**src/rtl/spart_rx_buffer_if.sv**
```systemverilog
// Purpose : bundles the receiver-side capture handshake and the processor read port of spart_rx_buffer.
// Latency : n/a (signal bundle only).
// Backpress: n/a; the receiver holds rda until rda_clr, the processor polls status before reading data.
// Ports   : rx_data/rda/rda_clr  - byte handoff from rx_spart
//           iocs/iorw/ioaddr     - processor read request, rd_data returned one clock later
//           rx_avail/overflow/count - live FIFO status
interface spart_rx_buffer_if #(
  parameter int AW = 3
);
  logic [7:0]  rx_data;
  logic        rda;
  logic        rda_clr;
  logic        iocs;
  logic        iorw;
  logic [1:0]  ioaddr;
  logic [7:0]  rd_data;
  logic        rx_avail;
  logic        overflow;
  logic [AW:0] count;

  // master: the receiver + processor side that drives requests
  modport master (
    output rx_data, rda, iocs, iorw, ioaddr,
    input  rda_clr, rd_data, rx_avail, overflow, count
  );

  // slave: the buffer itself
  modport slave (
    input  rx_data, rda, iocs, iorw, ioaddr,
    output rda_clr, rd_data, rx_avail, overflow, count
  );
endinterface

```
**src/rtl/spart_rx_buffer.sv**
```systemverilog
// Purpose : DEPTH-entry byte FIFO between rx_spart and the processor, with data/status read registers.
// Latency : byte stored on the clock after rda rises (rda_clr pulses then); rd_data valid one clock after rd.
// Backpress: none toward rx_spart; a byte arriving while full is dropped and latches the sticky overflow flag.
// Ports   : clk, rst (synchronous, active low)
//           bus.rx_data/rda -> capture, bus.rda_clr <- one-cycle acknowledge
//           bus.iocs/iorw/ioaddr -> read request (00 data, 01 status, 10/11 read as zero)
//           bus.rd_data, bus.rx_avail, bus.overflow, bus.count <- read data and status
module spart_rx_buffer #(
  parameter int DEPTH = 8,
  parameter int AW    = 3
) (
  input  logic                clk,
  input  logic                rst,
  spart_rx_buffer_if.slave    bus
);

  localparam logic [AW:0] DEPTH_CNT = (AW+1)'(DEPTH);

  localparam logic [1:0] ADDR_DATA   = 2'b00;
  localparam logic [1:0] ADDR_STATUS = 2'b01;

  // Storage and datapath state
  logic [7:0]    mem [DEPTH];
  logic [AW-1:0] wr_ptr;
  logic [AW-1:0] rd_ptr;
  logic [AW:0]   count_q;
  logic          overflow_q;
  logic [7:0]    rd_data_q;
  logic          rda_clr_q;
  logic          rda_q;

  // Decoded control for this cycle
  logic          push;
  logic          rd;
  logic          data_rd;
  logic          status_rd;
  logic          pop;
  logic          full;
  logic          empty;
  logic          accept;
  logic          drop;
  logic [5:0]    count6;
  logic [7:0]    status_byte;

  // Only a rising edge of rda is a new byte; rda held high is the same byte.
  assign push      = bus.rda & ~rda_q;

  assign rd        = bus.iocs & bus.iorw;
  assign data_rd   = rd & (bus.ioaddr == ADDR_DATA);
  assign status_rd = rd & (bus.ioaddr == ADDR_STATUS);

  assign full      = (count_q == DEPTH_CNT);
  assign empty     = (count_q == '0);

  // A data read on an empty FIFO returns zero and does not move rd_ptr.
  assign pop       = data_rd & ~empty;

  // When full, a same-cycle pop frees the slot the push needs. The pop reads the
  // old entry (non-blocking), so wr_ptr==rd_ptr here is safe.
  assign accept    = push & (~full | pop);
  assign drop      = push & full & ~pop;

  // Status count field is 6 bits wide regardless of DEPTH.
  assign count6      = 6'(count_q);
  assign status_byte = {overflow_q, ~empty, count6};

  // RAM has no reset; its contents before the first write are never read
  // because count gates every pop.
  always_ff @(posedge clk) begin
    if (rst && accept) begin
      mem[wr_ptr] <= bus.rx_data;
    end
  end

  always_ff @(posedge clk) begin
    if (!rst) begin
      wr_ptr     <= '0;
      rd_ptr     <= '0;
      count_q    <= '0;
      overflow_q <= 1'b0;
      rd_data_q  <= 8'h00;
      rda_clr_q  <= 1'b0;
      // Treat rda as already high so a byte still presented across reset
      // release is not captured a second time.
      rda_q      <= 1'b1;
    end else begin
      rda_q     <= bus.rda;
      // Acknowledge every edge, including dropped ones, so rx_spart can move on.
      rda_clr_q <= push;

      if (accept) begin
        wr_ptr <= wr_ptr + 1'b1;
      end
      if (pop) begin
        rd_ptr <= rd_ptr + 1'b1;
      end

      case ({accept, pop})
        2'b10:   count_q <= count_q + 1'b1;
        2'b01:   count_q <= count_q - 1'b1;
        default: count_q <= count_q;
      endcase

      // Reading status clears the sticky flag, but a drop in the same cycle wins.
      if (drop) begin
        overflow_q <= 1'b1;
      end else if (status_rd) begin
        overflow_q <= 1'b0;
      end

      if (rd) begin
        case (bus.ioaddr)
          ADDR_DATA:   rd_data_q <= pop ? mem[rd_ptr] : 8'h00;
          ADDR_STATUS: rd_data_q <= status_byte;
          default:     rd_data_q <= 8'h00;
        endcase
      end
    end
  end

  assign bus.rda_clr  = rda_clr_q;
  assign bus.rd_data  = rd_data_q;
  assign bus.rx_avail = ~empty;
  assign bus.overflow = overflow_q;
  assign bus.count    = count_q;

endmodule

```
**src/flat_wrapper.sv**
```systemverilog
// flat-port wrapper written by rule: the top's interface ports become plain ports
module spart_rx_buffer_flat 
#(
  parameter int DEPTH = 8,
  parameter int AW    = 3
)
  (clk, rst, bus_rx_data, bus_rda, bus_iocs, bus_iorw, bus_ioaddr, bus_rda_clr, bus_rd_data, bus_rx_avail, bus_overflow, bus_count);
  spart_rx_buffer_if #(.AW(AW)) bus_i ();
  input  logic clk;
  input  logic rst;
  input wire logic [$bits(bus_i.rx_data)-1:0] bus_rx_data;
  input wire logic [$bits(bus_i.rda)-1:0] bus_rda;
  input wire logic [$bits(bus_i.iocs)-1:0] bus_iocs;
  input wire logic [$bits(bus_i.iorw)-1:0] bus_iorw;
  input wire logic [$bits(bus_i.ioaddr)-1:0] bus_ioaddr;
  output wire logic [$bits(bus_i.rda_clr)-1:0] bus_rda_clr;
  output wire logic [$bits(bus_i.rd_data)-1:0] bus_rd_data;
  output wire logic [$bits(bus_i.rx_avail)-1:0] bus_rx_avail;
  output wire logic [$bits(bus_i.overflow)-1:0] bus_overflow;
  output wire logic [$bits(bus_i.count)-1:0] bus_count;
  assign bus_i.rx_data = bus_rx_data;
  assign bus_i.rda = bus_rda;
  assign bus_i.iocs = bus_iocs;
  assign bus_i.iorw = bus_iorw;
  assign bus_i.ioaddr = bus_ioaddr;
  assign bus_rda_clr = bus_i.rda_clr;
  assign bus_rd_data = bus_i.rd_data;
  assign bus_rx_avail = bus_i.rx_avail;
  assign bus_overflow = bus_i.overflow;
  assign bus_count = bus_i.count;
  spart_rx_buffer #(.DEPTH(DEPTH), .AW(AW)) u_core (.clk(clk), .rst(rst), .bus(bus_i));
endmodule
```
**config.mk**
```make
export PLATFORM = sky130hd
export DESIGN_NAME = spart_rx_buffer_flat
export DESIGN_NICKNAME = d
export VERILOG_FILES = /design/src/rtl/spart_rx_buffer_if.sv /design/src/rtl/spart_rx_buffer.sv /design/src/flat_wrapper.sv
export SDC_FILE = /design/constraint.sdc
export NUM_CORES = 1
export LEC_CHECK = 0
export ABC_AREA = 1
export BUFFER_PORTS_ARGS = -buffer_cell sky130_fd_sc_hd__buf_2
export CAP_MARGIN = 40
export CORE_UTILIZATION = 57
export CTS_CLUSTER_SIZE = 20
export DETAILED_ROUTE_END_ITERATION = 16
export GPL_TIMING_DRIVEN = 0
export PLACE_DENSITY = 0.76
export SLEW_MARGIN = 5
export SYNTH_ARGS = -nofsm -noshare
export SYNTH_HDL_FRONTEND = slang
export SYNTH_SLANG_ARGS = --single-unit
```
**constraint.sdc**
```tcl
create_clock -name clk -period 4.5 [get_ports clk]
set_clock_uncertainty 0.15 [all_clocks]
set_input_delay 0.225 -clock clk [delete_from_list [all_inputs] [get_ports clk]]
set_output_delay 0.225 -clock clk [all_outputs]
set_load 0.05 [all_outputs]
```
## Word-level counts from Yosys, hierarchy flattened

Memories as Yosys holds them, arrays and structs flattened. A register that Yosys moved wholly into a read port is not among the register bits.
Cells that the tools add are included.

- Output and inout bits: 15
- Memory bits (writable): 64
- Logic and storage cells: 43
- Memories: 1
- Flip-flop bits (word level): 21

Memories:

| memory | depth | width | read ports | clocked after Yosys merged registers in | write ports | line | RTL |
|---|---|---|---|---|---|---|---|
| u_core.mem | 8 | 8 | 1 | 1 | 1 | spart_rx_buffer.sv:23 | `logic [7:0] mem [DEPTH];` |

- Reduce and logical (&&, ||, !) cells: 5
- Bitwise gates (word level): 13
- Add/sub/neg operators: 4
- Eq/ne operators: 4
- Mux-type cells: 9

Operators with widths:

| operator | number |
|---|---|
| 8-bit one-hot mux with 2 select lines | 1 |
| 1-bit bitwise AND | 8 |
| 8-bit 2-to-1 mux | 1 |
| 4-bit one-hot mux with 2 select lines | 1 |
| 3-bit by 1-bit adder with 3-bit output, second input constant | 2 |
| 3-bit 2-to-1 mux | 2 |
| 4-bit by 1-bit adder with 4-bit output, second input constant | 1 |
| 2-bit by 1-bit == test with 1-bit output, second input constant | 2 |
| 4-bit == test, second input constant | 1 |
| 4-bit zero test | 1 |
| 1-bit 2-to-1 mux | 4 |
| 1-bit NOT | 4 |
| 2-bit nonzero test | 2 |
| 4-bit by 1-bit subtractor with 4-bit output, second input constant | 1 |
| 2-bit == test, second input constant | 1 |
| 2-bit zero test | 1 |
| 1-bit logical AND | 1 |
| 1-bit OR | 1 |

## Logic depth before layout (Yosys ltp)

- Word-level depth: 8
- Depth in mapped cells: 13
- Mapped depth without buffers: 13

## Worst setup path after synthesis

Ideal clock, no wire load.

- Kind: register to register
- From: register u_core.count_q[2], in the netlist u_core.bus.count[2]
- To: memory u_core.mem[0][0] (enable)
- Required time: 3.980 ns
- Arrival: 1.794 ns
- Stages on the path, launching flop included: 9
- Setup slack: 2.186 ns
- Clock period less this slack: 2.314 ns
- Cell sequence: dfxtp_1 inv_1 nand3_1 nor2_2 nor2_4 inv_2 nor2_1 nand2_1 nor2_1

- Word-level cells in the longest chain between the ends: 8
- Elaborated cells on any way between the ends: 10

RTL lines:

| element | line | RTL |
|---|---|---|
| from (decl) | spart_rx_buffer.sv:26 | `logic [AW:0] count_q;` |
| from (signal assigned) | spart_rx_buffer.sv:99 | `2'b10: count_q <= count_q + 1'b1;` |
| from (signal assigned) | spart_rx_buffer.sv:100 | `2'b01: count_q <= count_q - 1'b1;` |
| from (signal assigned) | spart_rx_buffer.sv:101 | `default: count_q <= count_q;` |
| 4-bit zero test | spart_rx_buffer.sv:53 | `assign empty = (count_q == '0);` |
| 1-bit NOT | spart_rx_buffer.sv:56 | `assign pop = data_rd & ~empty;` |
| 1-bit bitwise AND | spart_rx_buffer.sv:56 |  |
| 1-bit OR (*) | spart_rx_buffer.sv:60 | `assign accept = push & (~full \| pop);` |
| 1-bit bitwise AND (*) | spart_rx_buffer.sv:60 |  |
| 1-bit logical AND (*) | spart_rx_buffer.sv:70 | `if (rst && accept) begin` |
| 1-bit 2-to-1 mux (*) | spart_rx_buffer.sv:70 |  |
| 1-bit 2-to-1 mux (not written as such) (*) | spart_rx_buffer.sv:71 | `mem[wr_ptr] <= bus.rx_data;` |
| to (decl) | spart_rx_buffer.sv:23 |  |

Mark *: on every way between the ends. The rest lies on a longest branch, timed or not.

## Worst setup path after layout

- From: input port bus_rda
- To: memory u_core.mem[1][2] (enable)

- Word-level cells in the longest chain between the ends: 5

RTL lines:

| element | line | RTL |
|---|---|---|
| from (decl) | flat_wrapper.sv:12 | `input wire logic [$bits(bus_i.rda)-1:0] bus_rda;` |
| 1-bit bitwise AND | spart_rx_buffer.sv:46 | `assign push = bus.rda & ~rda_q;` |
| 1-bit bitwise AND | spart_rx_buffer.sv:60 |  |
| 1-bit logical AND | spart_rx_buffer.sv:70 |  |
| 1-bit 2-to-1 mux | spart_rx_buffer.sv:70 |  |
| 1-bit 2-to-1 mux (not written as such) | spart_rx_buffer.sv:71 |  |

No other way between the ends.

==> results.cfg <==
[pwr]
leakage_nw = 1.63
powerDensity_nw_per_um2 = 355
vdd_ir_drop_max_uv = 217
power_mw = 1.49

[yosys]
synthTopCellsByCount = nand2_1 (75), edfxtp_1 (64), nor2_1 (27)
netlist_area_sq_um = 3650
synth_largest_area_cell = edfxtp_1
yosysSeqAreaShare = 0.658
synth.mux.area_fraction = 0
syn-num-nets = 359
synth-main-ff-cell = edfxtp_1
synthArstFlopShare = 0
syn_avg_cell_area_sq_um = 10.7
yosysWarnings = 0
ys_types = 34
synthXorXnorAreaFrac = 0.00480
synth_top_area_share = 0.526
synth_fa_ha_area_frac = 0.0103
synth_edf_count = 64
syn_inst = 341
synth.most_common_cell = nand2_1
yosys-top-cells-area = edfxtp_1 (53%), dfxtp_1 (13%), nand2_1 (7.7%)
synth_top_family_by_area = simple AND/OR/NAND/NOR gates
synth_compound_area_frac = 0.108
ys_seq_elements = 88
synthSimpleGateAreaFrac = 0.176

[timing]
setup_viol = 0
fin_crit_ns = 2.49
setup_tns_ns = 0
slew_headroom = 0.435
hold_viol = 0
min_period_over_period = 0.554
worst_hold_slack_ns = 0.0185
rsz0062_at_grt = no
slew_viol_final = 0
tightest_slew_ns = 0.844
max_freq_mhz = 401

[layout]
register_area_sq_um = 2400
area_growth_pct = 14.9
nets = 413
drive_gt1_frac = 0.205
multiInputGateArea_sq_um = 1090
filler_cell_count = 462
antenna_cells = 0

[clock_tree]
h-tree-depth = 3
numCtsBuffers = 9
clkTransAtPathRegs_ns = 0.08
cts_resized = 0
cts_sinks = 88
worstSkewPairLatency_ns = 0.35
cts_root_buffer = clkbuf_8
tritoncts = done
clockBufferDepth = 2

[floorplanning]
floorplan.die_area_sq_um = 6730
dieHeight_um = 82.0
io_pins = 30
start_util = 0.602
dieWidth_um = 82.0
core_sq_um = 6060
placementRows = 28

[placement]
place_congestion = 0.770
port_buffers = 29
dp_hpwl_um = 5220

[critical_path]
worstSetupEndpointType = flop
arrival_ns = 2.32
r2r_cells = 8
worstSetupPathType = in -> reg
crit_fanout = 8
worstPathRequired_ns = 4.33
start_kind = primary input

[routing]
ant_nets = 0
num_vias = 2603
drc = 0
routedWlPerCell_um = 15.9
drt_iter0_drc = 251
finalWirelength_um = 7570
firstDrtPassIters = 4
viasPerCell = 5.48

[worst_hold_path]
hold_class = in -> reg
hold_depth = 4

[run]
cap_viol_max_count = 0

[global_route]
grt_max_degree = 14
grt_pass1_vias = 2343
grt_pass1_wl_um = 11700
grt_use_total = 0.252
overflow = 0
antenna_found_initial = 0

[run_status]
outcome = finished, final reports clean
==> state kept, by name (all words and copies together), names as in the netlist, named ones only <==
signal / flops
u_core.bus.count: 4
u_core.bus.overflow: 1
u_core.bus.rd_data: 8
u_core.bus.rda_clr: 1
u_core.mem: 64
u_core.rd_ptr: 3
u_core.rda_q: 1
u_core.wr_ptr: 3
==> power breakdown <==
part           switching (mW)  internal (mW)  total, mW
logic                  0.0658         0.0293     0.0950
clock network           0.262          0.252      0.514
registers             0.00544          0.874      0.879
==> cell type report <==
cell class	count	share of cell area
tap	75	0.0224
timing repair buffer	43	0.0644
buffer	12	0.0152
sequential	88	0.573
inverter	25	0.0224
clock inverter	5	0.0113
clock buffer	11	0.0313
multi-input combinational	216	0.260
==> layout by cell type, fill, tap and decap left out, types with 8 or more instances in the layout <==
| master | count |
|---|---|
| o21ai_0 | 19 |
| dfxtp_1 | 24 |
| clkbuf_8 | 9 |
| buf_4 | 9 |
| edfxtp_1 | 64 |
| nor2_1 | 27 |
| dlygate4sd3_1 | 8 |
| buf_2 | 35 |
| nand3_1 | 21 |
| a21oi_1 | 26 |
| inv_1 | 17 |
| o21ai_1 | 11 |
| inv_2 | 8 |
| nand2_1 | 75 |
==> critical path, cell delays in order <==
cell and delay (ns):
dlygate4sd3_1 0.53, buf_2 0.11, nand2_1 0.20, nor2_4 0.25, inv_2 0.07, nor2_1 0.14, nand2_1 0.13, nor2_1 0.66
==> metal layers <==
metal | vias up | track usage | share of wire
met5 | - | 0 | 0
met4 | 0 | 0.0930 | 0.014
met3 | 10 | 0.0533 | 0.062
met2 | 90 | 0.413 | 0.49
met1 | 1211 | 0.332 | 0.44
li1 | 1292 | - | -
==> metrics by stage <==
step,instance area [sq um],cells,setup slack (ns),utilization
CTS,4190,475,2.01,0.692
finish,4190,475,2.01,0.692
detailed placement,3940,451,2.06,0.649
global route,4190,475,1.80,0.692
global placement,3890,445,2.03,0.642
floorplan,3650,341,2.19,-
==> repair_timing <==
item / in CTS / in global routing
hold buffers: 8 / 0
hold endpoints to repair: 43 / 0
setup buffers: 0 / 0
==> final timing paths <==
check                                                   startpoint                                  to  slack (ns)
worst max-delay path                                       bus_rda          u_core.mem[1][2]$_DFFE_PP_        2.01
worst min-delay path                                 bus_ioaddr[1]  u_core.bus.rd_data[6]$_SDFFE_PN0P_        0.02
worst max register to register    u_core.bus.count[0]$_SDFFE_PN0P_          u_core.mem[1][2]$_DFFE_PP_        2.10
worst min register to register  u_core.bus.rd_data[4]$_SDFFE_PN0P_  u_core.bus.rd_data[4]$_SDFFE_PN0P_        0.32
==> kinds of logic after synthesis <==
family / count (synthesis)
simple gates: 141
flops: 88
compound gates: 70
buf+inv: 37
fa+ha+maj: 3
xor+xnor: 2
Power figures use the tool's default switching activity.
